**src/rtl/spi_regfile_slave_pkg.sv**
```systemverilog
// Shared types and helpers for the SPI register-file peripheral.
package spi_regfile_pkg;

    // Frame phases: one R/W bit, then the start address, then data words.
    typedef enum logic [1:0] {
        PhaseCmd,
        PhaseAddr,
        PhaseData
    } phase_e;

    // Encoding of the first bit of every frame.
    localparam logic RwWrite = 1'b1;
    localparam logic RwRead  = 1'b0;

    // Bits needed to count 0..value-1; never less than one.
    function automatic int unsigned clog2(input int unsigned value);
        int unsigned width;
        width = 1;
        while ((32'd1 << width) < value) begin
            width++;
        end
        return width;
    endfunction

endpackage

```
**src/rtl/spi_regfile_slave_if.sv**
```systemverilog
// SPI pin bundle between a controller and the register-file peripheral.
interface spi_regfile_slave_if;

    logic nCS;
    logic COPI;
    logic CIPO;
    logic cipo_oe;

    modport master (
        output nCS,
        output COPI,
        input  CIPO,
        input  cipo_oe
    );

    modport slave (
        input  nCS,
        input  COPI,
        output CIPO,
        output cipo_oe
    );

endinterface

```
**src/rtl/spi_frame_ctrl.sv**
```systemverilog
// Frame sequencer: tracks CMD/ADDR/DATA phase, counts bits, holds and
// auto-increments the word address, and flags word boundaries.
module spi_frame_ctrl
    import spi_regfile_pkg::*;
#(
    parameter int unsigned ADDR_W = 7,
    parameter int unsigned DATA_W = 8
) (
    input  logic              SCLK,
    input  logic              frame_rst_n,
    input  logic              COPI,
    output logic [ADDR_W-1:0] addr,
    output logic              commit,
    output logic              load
);

    localparam int unsigned CntW = clog2((ADDR_W > DATA_W) ? ADDR_W : DATA_W);

    phase_e            phase_q;
    logic [CntW-1:0]   cnt_q;
    logic              rw_q;
    logic [ADDR_W-1:0] addr_q;
    logic              word_last;

    // The rising edge that carries the LSB of the current data word.
    assign word_last = (phase_q == PhaseData) && (cnt_q == CntW'(DATA_W - 1));

    // Phase FSM, bit counter and address register; nCS high clears the frame.
    always_ff @(posedge SCLK or negedge frame_rst_n) begin
        if (!frame_rst_n) begin
            phase_q <= PhaseCmd;
            cnt_q   <= '0;
            rw_q    <= RwRead;
            addr_q  <= '0;
        end else begin
            case (phase_q)
                PhaseCmd: begin
                    rw_q    <= COPI;
                    cnt_q   <= '0;
                    phase_q <= PhaseAddr;
                end
                PhaseAddr: begin
                    addr_q <= (addr_q << 1) | ADDR_W'(COPI);
                    if (cnt_q == CntW'(ADDR_W - 1)) begin
                        cnt_q   <= '0;
                        phase_q <= PhaseData;
                    end else begin
                        cnt_q <= cnt_q + CntW'(1);
                    end
                end
                PhaseData: begin
                    if (word_last) begin
                        cnt_q  <= '0;
                        // Burst: wrap modulo 2^ADDR_W.
                        addr_q <= addr_q + ADDR_W'(1);
                    end else begin
                        cnt_q <= cnt_q + CntW'(1);
                    end
                end
                default: begin
                    phase_q <= PhaseCmd;
                end
            endcase
        end
    end

    assign addr   = addr_q;
    assign commit = word_last && (rw_q == RwWrite);
    // Counter sits at zero in DATA exactly between the address (or a word's
    // LSB) edge and the next rising edge: the falling edge there loads.
    assign load   = (phase_q == PhaseData) && (cnt_q == '0) && (rw_q == RwRead);

endmodule

```
**src/rtl/spi_regfile_slave.sv**
```systemverilog
// SPI mode-0 register file: write/read with burst auto-increment and a
// sticky out-of-range address flag. Registers appear as one flat bus.
module spi_regfile_slave
    import spi_regfile_pkg::*;
#(
    parameter int unsigned       NUM_REGS  = 5,
    parameter int unsigned       DATA_W    = 8,
    parameter int unsigned       ADDR_W    = 7,
    parameter logic [DATA_W-1:0] RESET_VAL = '0
) (
    input  logic                       SCLK,
    input  logic                       rst_n,
    spi_regfile_slave_if.slave         spi,
    output logic [NUM_REGS*DATA_W-1:0] regs,
    output logic                       err_addr
);

    localparam int unsigned ShW = DATA_W - 1;

    logic              frame_rst_n;
    logic [ADDR_W-1:0] addr;
    logic              commit;
    logic              load;
    logic              addr_ok;
    logic [ShW-1:0]    wsh_q;
    logic [DATA_W-1:0] wdata;
    logic [DATA_W-1:0] rdata;
    logic [DATA_W-1:0] rsh_q;
    logic [DATA_W-1:0] regs_q [NUM_REGS];
    logic              oe_q;
    logic              err_wr_q;
    logic              err_rd_q;

    // Frame logic is held clear while deselected or in reset.
    assign frame_rst_n = rst_n & ~spi.nCS;

    spi_frame_ctrl #(
        .ADDR_W (ADDR_W),
        .DATA_W (DATA_W)
    ) u_frame_ctrl (
        .SCLK        (SCLK),
        .frame_rst_n (frame_rst_n),
        .COPI        (spi.COPI),
        .addr        (addr),
        .commit      (commit),
        .load        (load)
    );

    assign addr_ok = (32'(addr) < NUM_REGS);

    // Collect the leading DATA_W-1 bits; the LSB joins them on the commit edge.
    always_ff @(posedge SCLK or negedge rst_n) begin
        if (!rst_n) begin
            wsh_q <= '0;
        end else begin
            wsh_q <= (wsh_q << 1) | ShW'(spi.COPI);
        end
    end

    assign wdata = {wsh_q, spi.COPI};

    // Register array: written on the rising edge carrying a word's LSB.
    always_ff @(posedge SCLK or negedge rst_n) begin
        if (!rst_n) begin
            for (int i = 0; i < int'(NUM_REGS); i++) begin
                regs_q[i] <= RESET_VAL;
            end
        end else if (commit) begin
            for (int i = 0; i < int'(NUM_REGS); i++) begin
                if (addr == ADDR_W'(i)) begin
                    regs_q[i] <= wdata;
                end
            end
        end
    end

    // Write to an unimplemented address: word dropped, flag latched.
    always_ff @(posedge SCLK or negedge rst_n) begin
        if (!rst_n) begin
            err_wr_q <= 1'b0;
        end else if (commit && !addr_ok) begin
            err_wr_q <= 1'b1;
        end
    end

    // Read mux; unimplemented addresses read as zero.
    always_comb begin
        rdata = '0;
        for (int i = 0; i < int'(NUM_REGS); i++) begin
            if (addr == ADDR_W'(i)) begin
                rdata = regs_q[i];
            end
        end
    end

    // CIPO shifter: load a word or advance one bit on each falling edge.
    always_ff @(negedge SCLK or negedge frame_rst_n) begin
        if (!frame_rst_n) begin
            rsh_q <= '0;
            oe_q  <= 1'b0;
        end else if (load) begin
            rsh_q <= rdata;
            oe_q  <= 1'b1;
        end else begin
            rsh_q <= rsh_q << 1;
        end
    end

    // Read from an unimplemented address latches the flag at load time.
    always_ff @(negedge SCLK or negedge rst_n) begin
        if (!rst_n) begin
            err_rd_q <= 1'b0;
        end else if (load && !addr_ok) begin
            err_rd_q <= 1'b1;
        end
    end

    // Flatten the array onto the consumer bus.
    always_comb begin
        regs = '0;
        for (int i = 0; i < int'(NUM_REGS); i++) begin
            regs[i*DATA_W +: DATA_W] = regs_q[i];
        end
    end

    assign spi.CIPO    = oe_q & rsh_q[DATA_W-1];
    assign spi.cipo_oe = oe_q;
    assign err_addr    = err_wr_q | err_rd_q;

endmodule
```
**src/flat_wrapper.sv**
```systemverilog
// flat-port wrapper written by rule: the top's interface ports become plain ports
module spi_regfile_slave_flat import spi_regfile_pkg::*;
#(
    parameter int unsigned       NUM_REGS  = 5,
    parameter int unsigned       DATA_W    = 8,
    parameter int unsigned       ADDR_W    = 7,
    parameter logic [DATA_W-1:0] RESET_VAL = '0
)
  (SCLK, rst_n, regs, err_addr, spi_nCS, spi_COPI, spi_CIPO, spi_cipo_oe);
  spi_regfile_slave_if spi_i ();
  input  logic SCLK;
  input  logic rst_n;
  output logic [NUM_REGS*DATA_W-1:0] regs;
  output logic err_addr;
  input wire logic [$bits(spi_i.nCS)-1:0] spi_nCS;
  input wire logic [$bits(spi_i.COPI)-1:0] spi_COPI;
  output wire logic [$bits(spi_i.CIPO)-1:0] spi_CIPO;
  output wire logic [$bits(spi_i.cipo_oe)-1:0] spi_cipo_oe;
  assign spi_i.nCS = spi_nCS;
  assign spi_i.COPI = spi_COPI;
  assign spi_CIPO = spi_i.CIPO;
  assign spi_cipo_oe = spi_i.cipo_oe;
  spi_regfile_slave #(.NUM_REGS(NUM_REGS), .DATA_W(DATA_W), .ADDR_W(ADDR_W), .RESET_VAL(RESET_VAL)) u_core (.SCLK(SCLK), .rst_n(rst_n), .spi(spi_i), .regs(regs), .err_addr(err_addr));
endmodule
```
**config.mk**
```make
export PLATFORM = sky130hd
export DESIGN_NAME = spi_regfile_slave_flat
export DESIGN_NICKNAME = d
export VERILOG_FILES = /design/src/rtl/spi_regfile_slave_pkg.sv /design/src/rtl/spi_regfile_slave_if.sv /design/src/rtl/spi_frame_ctrl.sv /design/src/rtl/spi_regfile_slave.sv /design/src/flat_wrapper.sv
export SDC_FILE = /design/constraint.sdc
export NUM_CORES = 1
export LEC_CHECK = 0
export CORE_AREA = 2 2 75 130
export CTS_CLUSTER_SIZE = 28
export DETAILED_ROUTE_END_ITERATION = 10
export DIE_AREA = 0 0 77 132
export GPL_ROUTABILITY_DRIVEN = 1
export PLACE_DENSITY = 0.66
export RECOVER_POWER = 100
export SYNTH_ARGS = -nofsm -noshare
export SYNTH_HDL_FRONTEND = slang
export SYNTH_SLANG_ARGS = --single-unit
```
**constraint.sdc**
```tcl
create_clock -name SCLK -period 3.1 [get_ports SCLK]
set_input_delay 0.62 -clock SCLK [delete_from_list [all_inputs] [get_ports SCLK]]
set_output_delay 0.62 -clock SCLK [all_outputs]
set_load 0.02 [all_outputs]
```
==> flow_summary.toml, run 1 <==
[sta]
drv_slew = 0
rsz0062_at_grt = "yes"
tightestPinTransition_ps = 1160
skew_ps = 11.2
setup_slack_ps = -347
setup_viol = 11
hold_violations = 0
setup_tns_ps = -2600
slew_headroom_pct = 22.7
holdWs_ps = 411

[final_layout]
regArea_sq_mm = 0.00178
syn2layout_area_growth_pct = 42.2
layout.nets = 407
drive_gt1_share_pct = 40.8
diodes = 0
fill_cells = 818
multiInputGateArea_sq_mm = 0.00186

[clock_network]
ctsRootBufferMaster = "clkbuf_16"
cts_hold_buf = 0
insertion_delay_ps = 350
clk_pin_slew_ps = 60
cts_made_buffers = 9
cts_buffer_depth = 2
htree_levels = 3
clock_sinks = 71
cts_tree = "yes"

[logic_synthesis]
synthTopCellsByCount = "dfrtp_1, mux2_2, nand2_1"
synth_edf_count = 0
synthFlopType = "dfrtp_1"
yosys_register_bits = 71
synth_cell_types = 47
yosys_warnings = 0
yosysTopAreaCellShare_pct = 43.2
synth_area_leaders = "dfrtp_1, mux2_2, dfrtn_1"
synth_nets = 313
yosys.area.top_type = "dfrtp_1"
synthesis.area_sq_mm = 0.00354
synth_area_per_cell_sq_um = 11.9
ys_seq_area_share_pct = 50.2
netlist_instances = 296
synth.most_common_cell = "dfrtp_1"
async_reset_ff_share_pct = 100

[floorplan]
core_sq_mm = 0.00909
io_pins = 47
rows = 46
die_y_microns = 132
die-area_sq_mm = 0.0102
initial_core_util_pct = 38.9
dieWidth_microns = 77

[detailed_routing]
routed_wirelength_microns = 9730
drc = 0
routed_via_density = 5.40
firstDrtPassIters = 4
vias = 2781
antenna_left = 0
drt_iter0_markers = 145
wire_per_inst_microns = 18.9

[place]
gp_congestion = 0.889
dpl.hpwl_microns = 7160
numPortBuffers = 46

[worst_hold_path]
hold_depth = 2
hold_end = "u_core.rsh_q[1]$_DFF_NN0_"
hp-class = "reg -> reg"
min_from = "u_core.rsh_q[0]$_DFF_NN0_"

[global_routing]
grt_pass1_vias = 2992
gr-total-overflow = 0
grt_pass1_wl_microns = 15800
grt_usage_pct = 20.7
grt_max_degree = 49
grt_antenna_before_repair = 0

[critical_path]
worst-r2r-cell-count = 6
critical_path.startpoint = "u_core.u_frame_ctrl.addr[2]$_DFFE_PN0P_"
worstSetupEndpointType = "register"
path_class = "reg -> reg"
crit_required_ps = 1720
rrSetupSlack_ps = -350
arrival_ps = 2070
worstReg2RegEnd = "u_core.rsh_q[5]$_DFF_NN0_"
r2r_start = "u_core.u_frame_ctrl.addr[2]$_DFFE_PN0P_"
startpoint_type = "register"
path_max_fanout = 5

[run_status]
violations = "setup timing"
status = "finished with violations"

[power_and_ir_drop]
max-vdd-ir-drop_v = 0.000350
p_leak_nw = 2.32
p_per_area_mw_per_mm2 = 599

[flow_run]
drv_cap = 0
==> flip-flops by register name (all words and copies together), names as in the netlist <==
signal                       cells
u_core.err_rd_q                  1
u_core.err_wr_q                  1
u_core.u_frame_ctrl.cnt_q        3
u_core.u_frame_ctrl.rw_q         1
u_core.rsh_q                     8
u_core.wsh_q                     7
u_core.spi.cipo_oe               1
u_core.u_frame_ctrl.addr         7
u_core.regs                     40
u_core.u_frame_ctrl.phase_q      2
==> cell usage in the layout, fill, tap and decap left out, types with 3 or more instances in the layout <==
| cell | synthesis | routed |
|---|---|---|
| a2111oi_4 | 1 | 7 |
| a211oi_1 | 9 | 7 |
| a21oi_1 | 12 | 11 |
| and3_1 | 10 | 9 |
| buf_4 | 2 | 41 |
| buf_6 | 1 | 9 |
| clkbuf_1 | 8 | 6 |
| clkbuf_16 | 0 | 9 |
| dfrtn_1 | 10 | 10 |
| dfrtp_1 | 61 | 57 |
| dfrtp_2 | 0 | 4 |
| dlygate4sd3_1 | 0 | 42 |
| ha_1 | 13 | 10 |
| ha_2 | 0 | 3 |
| inv_1 | 9 | 8 |
| mux2_2 | 45 | 45 |
| mux2i_1 | 3 | 3 |
| nand2_1 | 21 | 20 |
| nand3_1 | 9 | 9 |
| nand3b_1 | 7 | 7 |
| nor2_1 | 4 | 4 |
| nor2_2 | 3 | 3 |
| o21ai_0 | 12 | 10 |
| o221ai_1 | 7 | 5 |
| o22ai_1 | 3 | 3 |
==> area by class of cell <==
class / instances / area share [%]
Inverter: 9 / 0.672
Timing Repair Buffer: 100 / 17.4
Clock buffer: 9 / 4.48
Sequential cell: 71 / 35.4
Tap cell: 120 / 2.99
Multi-Input combinational cell: 199 / 37.1
Clock inverter: 7 / 1.92
==> worst max-delay path by stage <==
stage,slack (ps),depth (start not counted),endpoint
detailed placement,-640,5,u_core.rsh_q[6]$_DFF_NN0_
floorplan,-220,7,u_core.rsh_q[6]$_DFF_NN0_
CTS,-350,6,u_core.rsh_q[3]$_DFF_NN0_
finish,-350,6,u_core.rsh_q[5]$_DFF_NN0_
global route,-430,6,u_core.rsh_q[5]$_DFF_NN0_
global placement,-570,5,u_core.rsh_q[6]$_DFF_NN0_
==> per-stage QoR <==
step	instances	utilization, %	area, sq um	total power (W)	worst slack, ps
final	515	55.3	5030	0.00301	-347
after global routing	515	55.3	5030	0.00314	-430
after CTS	513	55.2	5020	0.00305	-348
after detailed placement	490	49.1	4460	0.00184	-640
after global placement	490	49.1	4460	0.00182	-569
after floorplan	296	-	3630	0.00149	-221
==> kinds of logic (layout without fill, tap and decap cells) <==
group / Yosys count / in the layout / share of synthesized area [%]
DFF: 71 / 71 / 50.2
and+or+nand+nor: 79 / 79 / 14.7
buffers and inverters: 26 / 125 / 3.36
adders and majority gates: 13 / 13 / 4.60
muxes: 48 / 48 / 15.2
xor gates and xnor gates: 1 / 1 / 0.248
AOI/OAI and AO/OA: 58 / 58 / 11.7
==> metal layers <==
metal / up-vias / wire (microns) / track usage (%)
met3: 35 / 255 / 4.18
li1: 1286 / - / -
met5: - / 0 / 0
met2: 74 / 5230 / 37.3
met1: 1386 / 3630 / 21.7
met4: 0 / 618 / 12.5
==> where the power goes <==
part	total [W]	switching, W	internal [W]
logic	0.000772	0.000379	0.000393
clock network	0.00111	0.000404	0.000706
registers	0.00113	0.000101	0.00103
==> repair_timing <==
action / CTS / global route
gates resized for setup: 53 / 10
pin swaps: 12 / 6
setup endpoints to repair: 12 / 12
setup buffers: 7 / 3
==> worst max-delay path, stage by stage (launching register included) <==
cell	delay (ps)
dfrtp_2	470
nor4_4	440
buf_4	190
buf_4	120
a211oi_1	100
a2111oi_4	240
o221ai_1	160
No activity file was read; power rests on OpenSTA's default activity.
==> inputs of run 2 (changes only) <==
Settings changed: ABC_CLOCK_PERIOD_IN_PS set to 3100.
==> results of run 2 <==
Same layout as run 1: the final DEF is identical, and so are final timing and power.
